[src/rtl/array_arb2.sv]
// array_arb2: two-client round-robin arbiter in front of one shared array memory.
// One memory access is outstanding at a time: IDLE -> REQ -> RESP -> IDLE.
// Optional macro ARRAY_ARB_LOCK_EN adds c0_lock/c1_lock and a LOCKED state.
// A locked client keeps the array across several accesses, for example a
// read-modify-write.
//
// Handshake semantics (client and memory side):
//   Client: c*_valid and c*_addr/we/di stay stable from assertion until the
//   cycle in which c*_ready is 1. c*_ready is a single-cycle pulse, and c*_do
//   is valid in that cycle. c*_do holds until the next response to that client.
//   Memory: m_valid and m_addr/we/di stay stable until a rising edge samples
//   m_ready=1, and m_do is captured at that edge. m_ready is ignored while
//   m_valid is 0.
module array_arb2 #(
  parameter int W_DATA = 8,
  parameter int W_ADDR = 8
) (
  input  logic              clk,
  input  logic              nrst,
`ifdef ARRAY_ARB_LOCK_EN
  input  logic              c0_lock,
  input  logic              c1_lock,
`endif
  input  logic [W_ADDR-1:0] c0_addr,
  input  logic              c0_we,
  input  logic [W_DATA-1:0] c0_di,
  input  logic              c0_valid,
  output logic [W_DATA-1:0] c0_do,
  output logic              c0_ready,
  input  logic [W_ADDR-1:0] c1_addr,
  input  logic              c1_we,
  input  logic [W_DATA-1:0] c1_di,
  input  logic              c1_valid,
  output logic [W_DATA-1:0] c1_do,
  output logic              c1_ready,
  output logic [W_ADDR-1:0] m_addr,
  output logic              m_we,
  output logic [W_DATA-1:0] m_di,
  output logic              m_valid,
  input  logic [W_DATA-1:0] m_do,
  input  logic              m_ready
);

  typedef enum logic [1:0] {S_IDLE, S_REQ, S_RESP, S_LOCKED} state_t;

  state_t             state, state_n;
  logic               g, g_n;
  logic               last_grant, last_grant_n;
  logic               pick;
  logic [W_ADDR-1:0]  m_addr_n;
  logic               m_we_n;
  logic [W_DATA-1:0]  m_di_n;
  logic               m_valid_n;
  logic [W_DATA-1:0]  c0_do_n, c1_do_n;
  logic               c0_ready_n, c1_ready_n;
`ifdef ARRAY_ARB_LOCK_EN
  logic               lock_r, lock_r_n;
`endif

  // Next-state and next-output logic: grant selection, request latch, response capture.
  always_comb begin
    state_n      = state;
    g_n          = g;
    last_grant_n = last_grant;
    pick         = g;
    m_addr_n     = m_addr;
    m_we_n       = m_we;
    m_di_n       = m_di;
    m_valid_n    = m_valid;
    c0_do_n      = c0_do;
    c1_do_n      = c1_do;
    c0_ready_n   = 1'b0;
    c1_ready_n   = 1'b0;
`ifdef ARRAY_ARB_LOCK_EN
    lock_r_n     = lock_r;
`endif
    case (state)
      S_IDLE: begin
        if (c0_valid || c1_valid) begin
          // Tie goes to the client that did not win last time.
          pick      = (c0_valid && c1_valid) ? ~last_grant : c1_valid;
          g_n       = pick;
          m_addr_n  = pick ? c1_addr : c0_addr;
          m_we_n    = pick ? c1_we   : c0_we;
          m_di_n    = pick ? c1_di   : c0_di;
          m_valid_n = 1'b1;
          state_n   = S_REQ;
`ifdef ARRAY_ARB_LOCK_EN
          lock_r_n  = pick ? c1_lock : c0_lock;
`endif
        end
      end
      S_REQ: begin
        if (m_ready) begin
          m_valid_n = 1'b0;
          if (g) begin
            c1_do_n    = m_do;
            c1_ready_n = 1'b1;
          end else begin
            c0_do_n    = m_do;
            c0_ready_n = 1'b1;
          end
          state_n = S_RESP;
        end
      end
      S_RESP: begin
`ifdef ARRAY_ARB_LOCK_EN
        if (lock_r) begin
          state_n = S_LOCKED;
        end else begin
          last_grant_n = g;
          state_n      = S_IDLE;
        end
`else
        last_grant_n = g;
        state_n      = S_IDLE;
`endif
      end
      S_LOCKED: begin
`ifdef ARRAY_ARB_LOCK_EN
        // Only the lock holder is served; the other client waits.
        if (g ? c1_valid : c0_valid) begin
          m_addr_n  = g ? c1_addr : c0_addr;
          m_we_n    = g ? c1_we   : c0_we;
          m_di_n    = g ? c1_di   : c0_di;
          m_valid_n = 1'b1;
          lock_r_n  = g ? c1_lock : c0_lock;
          state_n   = S_REQ;
        end
`else
        state_n = S_IDLE;
`endif
      end
      default: state_n = S_IDLE;
    endcase
  end

  // State and output registers; synchronous active-low reset abandons any access.
  always_ff @(posedge clk) begin
    if (!nrst) begin
      state      <= S_IDLE;
      g          <= 1'b0;
      last_grant <= 1'b1;
      m_addr     <= '0;
      m_we       <= 1'b0;
      m_di       <= '0;
      m_valid    <= 1'b0;
      c0_do      <= '0;
      c1_do      <= '0;
      c0_ready   <= 1'b0;
      c1_ready   <= 1'b0;
`ifdef ARRAY_ARB_LOCK_EN
      lock_r     <= 1'b0;
`endif
    end else begin
      state      <= state_n;
      g          <= g_n;
      last_grant <= last_grant_n;
      m_addr     <= m_addr_n;
      m_we       <= m_we_n;
      m_di       <= m_di_n;
      m_valid    <= m_valid_n;
      c0_do      <= c0_do_n;
      c1_do      <= c1_do_n;
      c0_ready   <= c0_ready_n;
      c1_ready   <= c1_ready_n;
`ifdef ARRAY_ARB_LOCK_EN
      lock_r     <= lock_r_n;
`endif
    end
  end

endmodule

[config.mk]
export PLATFORM = sky130hd
export DESIGN_NAME = array_arb2
export DESIGN_NICKNAME = d
export VERILOG_FILES = /design/src/rtl/array_arb2.sv
export SDC_FILE = /design/constraint.sdc
export NUM_CORES = 1
export LEC_CHECK = 0
export CAP_MARGIN = 25
export CORE_UTILIZATION = 43
export DETAILED_ROUTE_END_ITERATION = 7
export GPL_ROUTABILITY_DRIVEN = 0
export PLACE_DENSITY = 0.82
export RECOVER_POWER = 50
export SLEW_MARGIN = 20
export SYNTH_ARGS = -nofsm -noshare
export SYNTH_HDL_FRONTEND = slang
export SYNTH_SLANG_ARGS = --single-unit
[constraint.sdc]
create_clock -name clk -period 1.8 [get_ports clk]
set_input_delay 0.18 -clock clk [delete_from_list [all_inputs] [get_ports clk]]
set_output_delay 0.18 -clock clk [all_outputs]
set_load 0.02 [all_outputs]
Yosys cells after proc, flatten, opt, wreduce, memory -nomap -nowiden

Index checks and enable logic that the tools add are counted.

Register bits: 40
Bits of input ports: 47
Output and inout bits: 36
Word-level logic and storage cells: 41

Equality and inequality tests: 5
Multiplexer cells: 12
Bitwise operators: 2
Reductions and logical operators: 11

Operators with widths:

| operator                                             | count |
|---|---|
| 2-to-1 mux 8 bit                                     | 2 |
| AND reduction 3 bit                                  | 4 |
| 2-to-1 mux 1 bit                                     | 6 |
| one-hot mux 2 bit (3 select lines)                   | 1 |
| equality test 2 bit (second input constant)          | 2 |
| 2-to-1 mux 2 bit                                     | 2 |
| inequality test 2 bit (second input constant)        | 2 |
| AND reduction 2 bit                                  | 2 |
| equality test 2 x 1 -> 1 bit (second input constant) | 1 |
| logical NOT 2 bit                                    | 1 |
| inverter 1 bit                                       | 2 |
| one-hot mux 1 bit (2 select lines)                   | 1 |
| nonzero test 2 bit                                   | 1 |
| OR reduction 2 bit                                   | 1 |
| logical AND 1 bit                                    | 1 |
| logical OR 1 bit                                     | 1 |

Depth between registers and ports, before layout

Gate-level depths: netlist of run 1.

Word-level depth: 3
Gate-level depth with buffers: 5
Depth with buffers taken out: 3

Least setup slack after synthesis of run 1

No wires, ideal clock.

Kind: flip-flop to flip-flop
From: register last_grant
To: register m_addr[1]
Library setup time: 0.088 ns
Arrival time: 1.076 ns
Data required time: 1.712 ns
Slack: 0.636 ns
Stages on the path, launching flop included: 6
Buffers on the path: 2
Period minus slack after synthesis: 1.164 ns
Cell sequence: dfxtp_1 -> a21bo_2 -> buf_2 -> buf_2 -> nand2_1 -> a311oi_2

Cells in the longest elaborated chain, start to end: 3

RTL lines:

| element                  | line | source |
|---|---|---|
| start: declaration       | 48   | `logic last_grant, last_grant_n;` |
| start signal: assignment | 158  | `last_grant <= last_grant_n;` |
| inverter 1 bit           | 81   | `pick = (c0_valid && c1_valid) ? ~last_grant : c1_valid;` |
| 2-to-1 mux 1 bit         | 81   |  |
| 2-to-1 mux 8 bit         | 83   | `m_addr_n = pick ? c1_addr : c0_addr;` |
| end signal: assignment   | 159  | `m_addr <= m_addr_n;` |
| end: declaration         | 36   | `output logic [W_ADDR-1:0] m_addr,` |

No other way between the ends.
A chain may end at the register's enable or synchronous reset.

Final worst setup path of run 1

From: register m_di[2]
To: output port m_di[2]

RTL lines:

| element                  | line | source |
|---|---|---|
| start: declaration       | 38   | `output logic [W_DATA-1:0] m_di,` |
| start signal: assignment | 161  | `m_di <= m_di_n;` |

No word-level cell between the ends.

==> metrics.yaml, run 1 <==
ant_nets: 0
nFillCells: 309
fmax_mhz: 691
cp_data_required_time_ps: 1620
dr.pass1.iters: 4
grt_max_degree: 28
status: "complete, no violations"
crit_path_start: "m_di[2]"
crit_slowest_cell: "clkdlybuf4s50_1"
multi_input_area_um2: 751
p_leak_nw: 0.948
ctsLongestPathBuffers: 2
initial_core_util_pct: 45.0
ys_seq_area_share_pct: 48.3
routed_via_density: 5.17
wl_met1_mm: 1.79
skew_ps: 4.57
avgRoutedWirePerCell_um: 13.2
drc_errors: 0
antenna_cells: 0
hpwl_mm: 2.89
critical-path-top-delay-family: "buffers and inverters"
layout-drive-gt1-share_pct: 8.24
critPathKind: "reg -> out"
cts_tree: "done"
ctsResizeCount: 0
worst_slew_pin_slew_ps: 834
final_core_util_pct: 70.0
seqCellArea_um2: 801
hold_buffers: 0
slew_violations: 0
cts_root_buf: "clkbuf_8"
worstPathArrival_ps: 1270
ir_drop_uv: 446
maxSlewHeadroom_pct: 44.3
cts_setup_buffers: 0
syn_area_per_cell_um2: 8.87
coreArea_um2: 3690
drt-total-wl_mm: 4.15
hold_viol: 0
routed-wl-met3_um: 384
reg2reg_slack_ps: 370
cp-end-kind: "output port"
place_inst: 307
path_depth: 1
period_minus_slack_ps: 1450
area_delta_synth_final_pct: 55.6
die_w_um: 64.1
fin_cells: 315
grt_usage_pct: 22.1
worst-path-buf-inv: 1
chipHeight_um: 64.1
insertion_delay_ps: 290
grt_pass1_vias: 1571
grt_pass1_wl_mm: 6.87
synth_area_um2: 1660
top_layer_used: "met4"
wl_met2_mm: 1.95
worstReg2RegStart: "state[1]"
antenna_found_initial: 0
min_to: "m_di[2]"
yosysWarnings: 0
drt_iter0_markers: 92
clk_pin_slew_worst_paths_ps: 70
r2r_cells: 4
cts.sinks: 40
portBuffers: 82
rsz0062_at_grt: "no"
min-delay-start: "c0_di[2]"
row_count: 22
startpoint_type: "flop"
dieArea_um2: 4110
io_pins: 83
design_power_total_mw: 2.12
finalSetupTns_ps: 0
whs_ps: 457
vias: 1630
fin_crit_sh_pct: 80.4
maxCapViolCount: 0
cts_made_buffers: 5
synth_cell_types: 27
powerDensity_nw_per_um2: 820
htreeDepth: 2
path_max_fanout: 2
syn_nets: 234
synthCells: 187
nets: 313
timing.rr.end: "m_addr[5]"
slowest_delay_ps: 620
gr-total-overflow: 0
whs_path_depth: 3
ys_seq_elements: 40
min_path_type: "in -> reg"
crit_chain: "clkdlybuf4s50_1"
setup_viol: 0
-- cell type report --
| type | count | share of cell area (%) |
|---|---|---|
| timing repair buffer | 89 | 33.9 |
| inverter | 1 | 0.145 |
| multi-input combinational | 129 | 29.1 |
| sequential | 40 | 31.0 |
| clock buffer | 8 | 3.49 |
| tap | 48 | 2.33 |
-- Yosys cell counts (all sizes together) --
library cell  number  area [um^2]
nand3b             1         7.51
mux2i              1         10.0
nor3               1         5.00
or2                1         6.26
nand2             43          161
a21boi             2         18.8
buf               13         88.8
nand3             16         80.1
clkbuf             4         15.0
a22oi              1         7.51
nor2               5         18.8
nand2b             1         6.26
and2               1         6.26
nor3b              1         7.51
dfxtp             40          801
a21oi             17         85.1
a311oi            17          205
nand4b             1         8.76
nand4bb            1         11.3
inv                1         3.75
o21a               2         15.0
a21bo              1         10.0
o21ai             16         80.1
-- stage by stage --
stage          worst slack [ps]  instance area, um^2
2_1_floorplan               636                 1660
3_3_place_gp                254                 2500
3_5_place_dp                203                 2500
4_1_cts                     349                 2590
5_1_grt                     250                 2580
6_report                    352                 2580
-- kinds of logic (layout without fill, tap and decap cells) --
family                 Yosys count  count (layout)  synth area share (%)
multiplexers                     1               1                 0.603
buffers and inverters           18              98                  6.48
flip-flops                      40              40                  48.3
AO/OA/AOI/OAI                   56              56                  25.4
AND/OR/NAND/NOR                 72              72                  19.2
-- flip-flops by register name, indices dropped and copies added (netlist names) --
name / flops
c0_do: 8
c0_ready: 1
c1_do: 8
c1_ready: 1
g: 1
last_grant: 1
m_addr: 8
m_di: 8
m_valid: 1
m_we: 1
state: 2
-- layout by cell type, fill, tap and decap left out --
master           synthesis  routed
clkbuf_8                 0       6
nand2_1                 43      43
clkdlybuf4s50_1          0      80
nand3_1                 16      16
mux2i_1                  1       1
a21bo_2                  1       1
a21oi_1                 17      17
buf_12                   0       1
a22oi_1                  1       1
a21boi_2                 1       1
nor3b_1                  1       1
nor2_1                   5       5
inv_1                    1       1
o21ai_0                 16      16
dlygate4sd3_1            0       2
o21a_1                   2       2
clkbuf_2                 0       1
nand4b_1                 1       1
dfxtp_1                 40      40
nand3b_1                 1       1
and2_0                   0       1
or2_1                    1       1
a311oi_1                 8       8
nand4bb_1                1       1
nand2b_1                 1       1
a21boi_0                 1       1
buf_4                    2       3
clkbuf_1                 4       4
a311oi_2                 9       9
nor3_1                   1       1
-- worst max-delay path by stage --
| stage | to | slack (ps) |
|---|---|---|
| after global routing | c1_do[0] | 250 |
| after floorplan | m_addr[1] | 640 |
| after CTS | m_di[2] | 350 |
| final | m_di[2] | 350 |
| after detailed placement | m_addr[3] | 200 |
| after global placement | m_addr[7] | 250 |
-- metal layers --
metal	global-route usage, %	vias up
li1	-	824
met5	0	-
met3	9.46	2
met2	37.0	65
met4	9.17	0
met1	24.5	739
-- power by group --
part           leakage, nW  internal, mW  switching (mW)
Combinational        0.575         0.272           0.253
Sequential           0.328         0.949          0.0376
Clock               0.0455         0.312           0.292
Total                0.948          1.53           0.583
Power figures use the tool's default switching activity.
==> run 2: changes to the inputs <==
--- a/config.mk
+++ b/config.mk
@@ -6,10 +6,10 @@
 export NUM_CORES = 1
 export LEC_CHECK = 0
 export CAP_MARGIN = 25
-export CORE_UTILIZATION = 43
+export CORE_UTILIZATION = 40
 export DETAILED_ROUTE_END_ITERATION = 7
 export GPL_ROUTABILITY_DRIVEN = 0
-export PLACE_DENSITY = 0.82
+export PLACE_DENSITY = 0.77
 export RECOVER_POWER = 50
 export SLEW_MARGIN = 20
 export SYNTH_ARGS = -nofsm -noshare
==> constraint.sdc (replaced) <==
create_clock -name clk -period 1.4 [get_ports clk]
set_input_delay 0.14 -clock clk [delete_from_list [all_inputs] [get_ports clk]]
set_output_delay 0.14 -clock clk [all_outputs]
set_load 0.02 [all_outputs]
==> run 2 against run 1 <==
Effect of this change: global-route usage down 1.8 points; largest cell class is now registers; clock-buffer cell count shrank 3; via count is 0.80% higher; sequential share of layout area up 0.63 points; largest power group unchanged; die area rose by 7.3%; routed wire length down 0.75%.
==> metrics.yaml, run 2 (synthesis gave the netlist of run 1 again) <==
worst_slew_pin_slew_ps: 284
grtUsageMet2_pct: 34.1
vias: 1643
status: "complete, no violations"
reg2reg_slack_ps: 210
die_w_um: 66.4
cts_root_buf: "clkbuf_8"
grt_max_degree: 28
drt-total-wl_mm: 4.12
final_core_util_pct: 63.2
grt_pass1_wl_mm: 6.67
r2r_cells: 4
chipHeight_um: 66.4
use_met3_pct: 7.41
finalSetupTns_ps: 0
antenna_found_initial: 0
whs_ps: 417
layout_common_cells: "49 x clkdlybuf4s50_1, 43 x nand2_1, 40 x dfxtp_1"
portBuffers: 82
slowest_delay_ps: 600
fin_area_um2: 2530
mostFrequentLayoutCell: "clkdlybuf4s50_1"
hold_buffers: 0
powerDensity_nw_per_um2: 1120
grt_usage_pct: 20.3
dr.pass1.iters: 4
period_minus_slack_ps: 1360
slew_violations: 0
cts.sinks: 40
grt_pass1_vias: 1513
critPathKind: "reg -> out"
ctsLongestPathBuffers: 2
fmax_mhz: 738
clk_pin_slew_worst_paths_ps: 80
hold_viol: 0
avgRoutedWirePerCell_um: 12.8
io_pins: 83
ir_drop_uv: 590
ctsResizeCount: 5
htreeDepth: 2
initial_core_util_pct: 41.5
layout-drive-gt1-share_pct: 11.7
cp-end-kind: "output port"
maxSlewHeadroom_pct: 81.1
nets: 319
min_to: "m_di[0]"
whs_path_depth: 3
cp_data_required_time_ps: 1260
cts_tree: "done"
placed_area_um2: 2600
fin_ws_ps: 44.9
worst-path-buf-inv: 1
fin_crit_sh_pct: 96.8
skew_ps: 7.15
timing.rr.end: "m_di[6]"
crit_slowest_cell: "clkdlybuf4s50_1"
setup_viol: 0
dieArea_um2: 4410
busiest_layer: "met2"
startpoint_type: "flop"
crit_chain: "clkdlybuf4s50_1"
cts_made_buffers: 5
routed_via_density: 5.09
worstReg2RegStart: "state[0]"
insertion_delay_ps: 290
dp_slack_ps: -141
cts_setup_buffers: 0
area_delta_synth_final_pct: 52.5
antenna_cells: 0
use_met1_pct: 22.9
gr-total-overflow: 0
drt_iter0_markers: 100
path_max_fanout: 2
p_leak_nw: 0.960
drc_errors: 0
ant_nets: 0
min-delay-start: "c1_di[0]"
row_count: 23
hpwl_mm: 2.87
coreArea_um2: 4000
worstPathArrival_ps: 1220
critical-path-top-delay-family: "buffers and inverters"
min_path_type: "in -> reg"
maxCapViolCount: 0
-- run 2: cell types whose count changed in the layout (fill, tap and decap cells not counted), moves of 3 or more --
cell,previous run,this run
clkdlybuf4s50_1,80,49
dlygate4sd2_1,0,5
buf_4,3,6
buf_12,1,5
clkbuf_1,4,27
-- run 2: worst register-to-register path, delay by kind of cell (launching register included) --
| kind | cells | cell delay, ps |
|---|---|---|
| DFF | 1 | 430 |
| and+or+nand+nor | 2 | 280 |
| buffers and inverters | 1 | 180 |
| AOI/OAI and AO/OA | 1 | 220 |
-- run 2: area by class of cell --
cell class | count | area, um^2
fill | 373 | 1470
sequential | 40 | 801
timing repair buffer | 95 | 801
multi-input combinational | 129 | 751
clock buffer | 5 | 68.8
tap | 50 | 62.6
clock inverter | 3 | 42.5
inverter | 1 | 3.75
-- run 2: layer usage --
| metal | up-vias | routed length, um |
|---|---|---|
| li1 | 836 | - |
| met1 | 734 | 1730 |
| met2 | 68 | 1960 |
| met3 | 5 | 375 |
| met4 | 0 | 59 |
| met5 | - | 0 |
-- run 2: how the worst max path moves through the flow --
| stage | depth (start not counted) | slack, ps | endpoint | from |
|---|---|---|---|---|
| CTS | 1 | 2 | m_di[5] | m_di[5] |
| global route | 1 | -3 | c1_do[0] | c1_do[0] |
| finish | 1 | 40 | c1_do[0] | c1_do[0] |
| global placement | 5 | -70 | m_di[4] | c1_valid |
| detailed placement | 5 | -140 | m_di[6] | c1_valid |
| floorplan | 5 | 240 | m_addr[1] | last_grant |
-- run 2: per-stage QoR --
step | power, mW | instances
after floorplan | 1.65 | 187
after global placement | 2.00 | 315
after CTS | 2.93 | 323
after global routing | 2.97 | 323
after detailed placement | 2.01 | 315
final | 2.83 | 323
-- run 2: where the power goes --
part	switching (mW)	internal [mW]
clock	0.403	0.527
sequential	0.0479	1.22
combinational	0.325	0.307
